File: config.mk
export PLATFORM = sky130hd
export DESIGN_NAME = vga_sync_decoder
export DESIGN_NICKNAME = d
export VERILOG_FILES = /design/src/rtl/vga_sync_decoder.sv
export SDC_FILE = /design/constraint.sdc
export NUM_CORES = 1
export LEC_CHECK = 0
export ABC_CLOCK_PERIOD_IN_PS = 1900
export CORE_ASPECT_RATIO = 0.5
export CORE_MARGIN = 2
export CORE_UTILIZATION = 30
export CTS_CLUSTER_SIZE = 16
export DETAILED_ROUTE_END_ITERATION = 6
export PLACE_DENSITY = 0.48
export RECOVER_POWER = 50
export SYNTH_ARGS = -nofsm -noshare
export SYNTH_HDL_FRONTEND = slang
export SYNTH_SLANG_ARGS = --single-unit
File: constraint.sdc
create_clock -name clock -period 1.9 [get_ports clock]
set_clock_uncertainty 0.1 [all_clocks]
set_input_delay 0.38 -clock clock [delete_from_list [all_inputs] [get_ports clock]]
set_output_delay 0.38 -clock clock [all_outputs]
set_load 0.02 [all_outputs]
File: src/rtl/vga_sync_decoder.sv
// vga_sync_decoder: measures sampled VGA sync timing, tracks lock, and emits active-area pixels with coordinates
module vga_sync_decoder #(
    parameter int H_TOTAL     = 800,
    parameter int V_TOTAL     = 525,
    parameter int H_START     = 144,
    parameter int V_START     = 35,
    parameter int H_ACTIVE    = 640,
    parameter int V_ACTIVE    = 480,
    parameter int LOCK_FRAMES = 2
) (
    input  logic       clock,
    input  logic       reset,
    input  logic       pix_en,
    input  logic       i_hsync,
    input  logic       i_vsync,
    input  logic [3:0] i_red,
    input  logic [3:0] i_green,
    input  logic [3:0] i_blue,
    output logic [3:0] o_red,
    output logic [3:0] o_green,
    output logic [3:0] o_blue,
    output logic [9:0] o_x,
    output logic [9:0] o_y,
    output logic       o_valid,
    output logic       o_locked,
    output logic       o_frame_start,
    output logic       o_error,
    output logic [9:0] o_line_len,
    output logic [9:0] o_frame_lines
);
    typedef enum logic [1:0] {SEARCH, CHECK, LOCKED} state_t;
    localparam int GW = $clog2(LOCK_FRAMES + 1);
    localparam logic [9:0] HT = 10'(H_TOTAL);
    localparam logic [9:0] VT = 10'(V_TOTAL);
    localparam logic [9:0] HS = 10'(H_START);
    localparam logic [9:0] VS = 10'(V_START);
    localparam logic [10:0] HE = 11'(H_START + H_ACTIVE);
    localparam logic [10:0] VE = 11'(V_START + V_ACTIVE);
    localparam logic [GW-1:0] LF = LOCK_FRAMES[GW-1:0];

    state_t state;
    logic [9:0] h_cnt, v_cnt, h_inc, v_inc;
    logic [GW-1:0] good_cnt, good_nxt;
    logic prev_h, prev_v, pending, bad;
    logic hf, vf, fs, sat_hit, line_bad, len_bad, frame_bad, qual;

    always_comb begin
        hf        = prev_h & ~i_hsync;
        vf        = prev_v & ~i_vsync;
        fs        = hf & (pending | vf);
        h_inc     = h_cnt + 10'd1;
        v_inc     = v_cnt + 10'd1;
        good_nxt  = good_cnt + 1'b1;
        // saturation counts as a bad line only on the sample that reaches 1023
        sat_hit   = ~hf & (h_cnt == 10'd1022);
        line_bad  = (hf & (h_inc != HT)) | sat_hit;
        len_bad   = v_inc != VT;
        frame_bad = bad | line_bad | len_bad;
        qual      = (state == LOCKED) && (h_cnt >= HS) && ({1'b0, h_cnt} < HE)
                    && (v_cnt >= VS) && ({1'b0, v_cnt} < VE);
    end

    always_ff @(posedge clock or negedge reset) begin
        if (!reset) begin
            state         <= SEARCH;
            h_cnt         <= '0;
            v_cnt         <= '0;
            good_cnt      <= '0;
            prev_h        <= 1'b1;
            prev_v        <= 1'b1;
            pending       <= 1'b0;
            bad           <= 1'b0;
            o_red         <= '0;
            o_green       <= '0;
            o_blue        <= '0;
            o_x           <= '0;
            o_y           <= '0;
            o_valid       <= 1'b0;
            o_locked      <= 1'b0;
            o_frame_start <= 1'b0;
            o_error       <= 1'b0;
            o_line_len    <= '0;
            o_frame_lines <= '0;
        end else if (!pix_en) begin
            o_valid       <= 1'b0;
            o_frame_start <= 1'b0;
            o_error       <= 1'b0;
        end else begin
            prev_h        <= i_hsync;
            prev_v        <= i_vsync;
            h_cnt         <= hf ? '0 : (&h_cnt ? h_cnt : h_inc);
            pending       <= ~fs & (pending | vf);
            o_frame_start <= fs;
            o_valid       <= qual;
            o_error       <= 1'b0;
            if (hf) begin
                o_line_len <= h_inc;
                v_cnt      <= fs ? '0 : (&v_cnt ? v_cnt : v_inc);
            end
            if (fs)
                o_frame_lines <= v_inc;
            if (qual) begin
                o_x     <= h_cnt - HS;
                o_y     <= v_cnt - VS;
                o_red   <= i_red;
                o_green <= i_green;
                o_blue  <= i_blue;
            end
            case (state)
                SEARCH: if (fs) begin
                    state    <= CHECK;
                    good_cnt <= '0;
                    bad      <= 1'b0;
                end
                CHECK: if (fs) begin
                    bad      <= 1'b0;
                    good_cnt <= frame_bad ? '0 : good_nxt;
                    if (!frame_bad && good_nxt == LF) begin
                        state    <= LOCKED;
                        o_locked <= 1'b1;
                    end
                end else if (line_bad) begin
                    bad <= 1'b1;
                end
                LOCKED: if (line_bad || (fs && len_bad)) begin
                    state    <= SEARCH;
                    o_locked <= 1'b0;
                    o_error  <= 1'b1;
                end
                default: state <= SEARCH;
            endcase
        end
    end
endmodule

==> results list <==
* Max Transition Viols Final: 0
- Before antenna repair, the detailed router went through 4 iterations.
- Max-cap violations in this run came to 0.
- Slowest cell on the critical path: dfrtp_1
* Leading cell types in the layout, fill and taps excluded: 90 x buf_4, 81 x dfrtp_1, 68 x clkdlybuf4s50_1, 51 x nand2_1, 32 x o21ai_0
- For this block, the initial DRC count from the detailed router was 86.
* Die Span X: 175 um
- At the pin with the least slew margin, the transition time is 1.19 ns.
* Startpoint kind of the worst setup timing path: flop
- CTS saw 84 sinks.
- The initial antenna violation count is 0.
- Peak Freq: 472 MHz
* Post-route minimum period: 2.12 ns
- Average vias per placed instance: 4.61
- Clock Tree Root: clkbuf_16
* Die height: 89.4 um
- The worst setup path is of the reg2reg kind.
- Fin worst setup slack: -0.220 ns
- Worst-skew pair later-pin latency: 0.34 ns
- Net switching is 30.1% of the power.
- Setup repair after global routing could not meet its margin everywhere.
- Total CTS buffers: 9
- The number of nets handed over by synthesis was 466.
- The congestion estimate from routability-driven global placement came to 0.835.
- Register area share after synthesis: 48.1%
- The H-tree was split into 3 levels.
- The average instance in the mapped netlist occupies 9.97 um^2.
- After detailed routing, the average wire length per cell comes to 14.7 um.
* WP data arrival: 2.24 ns
- Longest individual stage delay on the worst path: 0.42 ns
* Result of the run: finished with violations
* Number of global-route vias before repair: 3560
- Worst vdd ir: 397 uV
* Total wire length after detailed routing: 11800 um
* Ports placed on the boundary: 73
- Once detail routing completed, the nets flagged for antenna violations numbered 0.
* Layout cell share with drive strength beyond 1: 37.8%
* Fraction of synthesis flops using an asynchronous set or reset pin: 100%
- Across all register-to-register paths, the minimum setup slack is -0.22 ns.
* Leading cell type in the layout, fill and taps excluded: buf_4
- Area added between synthesis and finish: 58.0%
* Count of antenna diodes in the layout: 0
- Final Hold Vio Count: 0
- Sequential share of power: 37.4%
- Most frequently used flop master after synthesis: dfrtp_1
- Final core area utilization: 48.2%
* Type of destination of the critical path: flop
* Synthesized area: 0.00438 mm^2
* Number of flops mapped to enable cells by yosys: 0
- TritonCTS built the clock tree.
- The die covers 0.0156 mm^2.
* Maximum count of clock buffers along a single path: 2
- Entering global routing, the biggest net connects 85 pins.
- Placed wire-length estimate: 8040 um
* Global-route wire length before repair: 18600 um
* Setup Viol. Count Final: 40
* Minimum hold slack: 0.311 ns
- Worst Path Buf+Inv: 2
- The floorplan has 31 rows.
- Data on the critical path is required at its endpoint by 2.02 ns.
- On the critical path the largest part of the delay comes from simple AND/OR/NAND/NOR gates.
- Net count, final: 631
* Violations in the final reports: negative setup slack
* Area of the core: 0.0144 mm^2
- Once the floorplan was initialized, standard cells occupied 30.5% of the core.
* Class of the worst hold path: in2reg
- Crit share post-route: 112%
- Grt total ovfl: 0
- Synthesis instantiated 61 different standard cells from the library.
- Cells traversed along the worst timing path: ha_4, nor4_4, buf_4, and4b_1, o2111ai_4, buf_12, mux2_4
* Total DRC errors in the routed layout: 0
* Count of synthesis-stage warnings from yosys: 0
- Tot GR Track Use: 15.1%
- Along the worst path, the maximum fanout reaches 12.
* Part of the power in the clock network: 34.5%
- Combinational cell fraction of total power: 28.0%
* Via total after detailed routing: 3718
- Post-Synthesis Cells: 439
- Leakage Power: 3.05 nW
* Port Buf Inserts: 72
* Pwr/cell area: 799 mW/mm^2
* Number of synthesized register bits: 84
- P_int: 0.00386 W
* Clock transition time at the flip-flop clock pins of the worst setup and hold paths: 0.07 ns
- In this run the tightest slew margin relative to its limit is 20.5%.
- Net Sw Power: 0.00166 W
[Yosys cell counts, types with 5 or more instances]
cell      instances  area share, %
inv_1            12            1.0
xnor2_1          21            4.2
nor3_1            6           0.69
buf_4             7            1.2
mux2_2           20            5.1
nor2_1           23            2.0
xor2_1            7            1.4
nand2b_1          9            1.3
buf_6             5            1.3
a21oi_1          10            1.1
nand3_1           6           0.69
nor2b_1           5           0.71
o31ai_1           7            1.2
dfrtp_1          82             47
clkbuf_1         11           0.94
and2_1            6           0.86
buf_2             7           0.80
ha_1             10            2.9
o21ai_0          63            7.2
nand2_1          61            5.2
[power groups by stage]
stage | Sequential [W] | Clock (W) | Combinational (W)
6_report | 0.00207 | 0.00191 | 0.00155
5_1_grt | 0.00209 | 0.00203 | 0.00170
3_5_place_dp | 0.00208 | 0 | 0.00137
3_3_place_gp | 0.00208 | 0 | 0.00136
2_1_floorplan | 0.00217 | 0 | 0.000626
4_1_cts | 0.00206 | 0.00196 | 0.00142
[cells by family after synthesis]
logic type,Yosys count,share of synthesized area [%]
and+or+nand+nor,148,17.7
AOI/OAI and AO/OA,104,14.7
DFF,84,48.1
buffers and inverters,43,5.43
xor gates and xnor gates,28,5.60
muxes,22,5.60
adders and majority gates,10,2.86
[per-layer routing]
metal | up-vias | global-route usage, % | share of wire (%)
li1 | 1857 | - | -
met1 | 1807 | 21.4 | 52
met2 | 47 | 24.2 | 45
met3 | 7 | 3.15 | 2.6
met4 | 0 | 3.11 | 0.62
met5 | - | 0 | 0
[layout make-up]
type,count,area [um^2]
Fill cell,1360,7440
Inverter,12,47.5
Clock buffer,9,225
Timing Repair Buffer,184,1710
Sequential cell,84,2110
Clock inverter,6,88.8
Multi-Input combinational cell,313,2490
Tap cell,198,248
[final timing paths]
kind | start | end | cells past startpoint
min | i_hsync | prev_h | 2
min in group asynchronous | reset | o_red[1] | 3
min reg2reg | o_line_len[4] | o_line_len[4] | 2
max reg2reg | v_cnt[0] | o_green[0] | 7
max in group asynchronous | reset | v_cnt[4] | 3
max | v_cnt[0] | o_green[0] | 7
[sequential cells by signal, summed over array words and instances, names as in the netlist, 2 cells and up]
name	cells
o_line_len	10
o_frame_lines	10
v_cnt	10
o_x	10
good_cnt	2
h_cnt	10
o_blue	4
o_y	10
state	2
o_red	4
o_green	4
[stage by stage]
| stage | std cells | total power (W) | cell area, um^2 | setup slack [ns] | TNS (ns) |
|---|---|---|---|---|---|
| after floorplan | 439 | 0.00280 | 4480 | -0.214 | -5.47 |
| after global placement | 775 | 0.00344 | 6010 | -0.438 | -16.88 |
| after detailed placement | 775 | 0.00345 | 6010 | -0.500 | -19.16 |
| after CTS | 799 | 0.00544 | 6550 | -0.300 | -6.47 |
| after global routing | 806 | 0.00582 | 6920 | -0.342 | -24.11 |
| final | 806 | 0.00552 | 6920 | -0.220 | -6.92 |
[repair_timing]
action	4_1_cts	5_1_grt
pin swaps	11	23
hold buffers	1	0
cloned	1	2
setup endpoints to repair	49	71
gates resized for setup	42	89
setup buffers	7	5
endpoints found under the hold margin	24	0
Note: power is estimated with default switching activity, not from simulation.
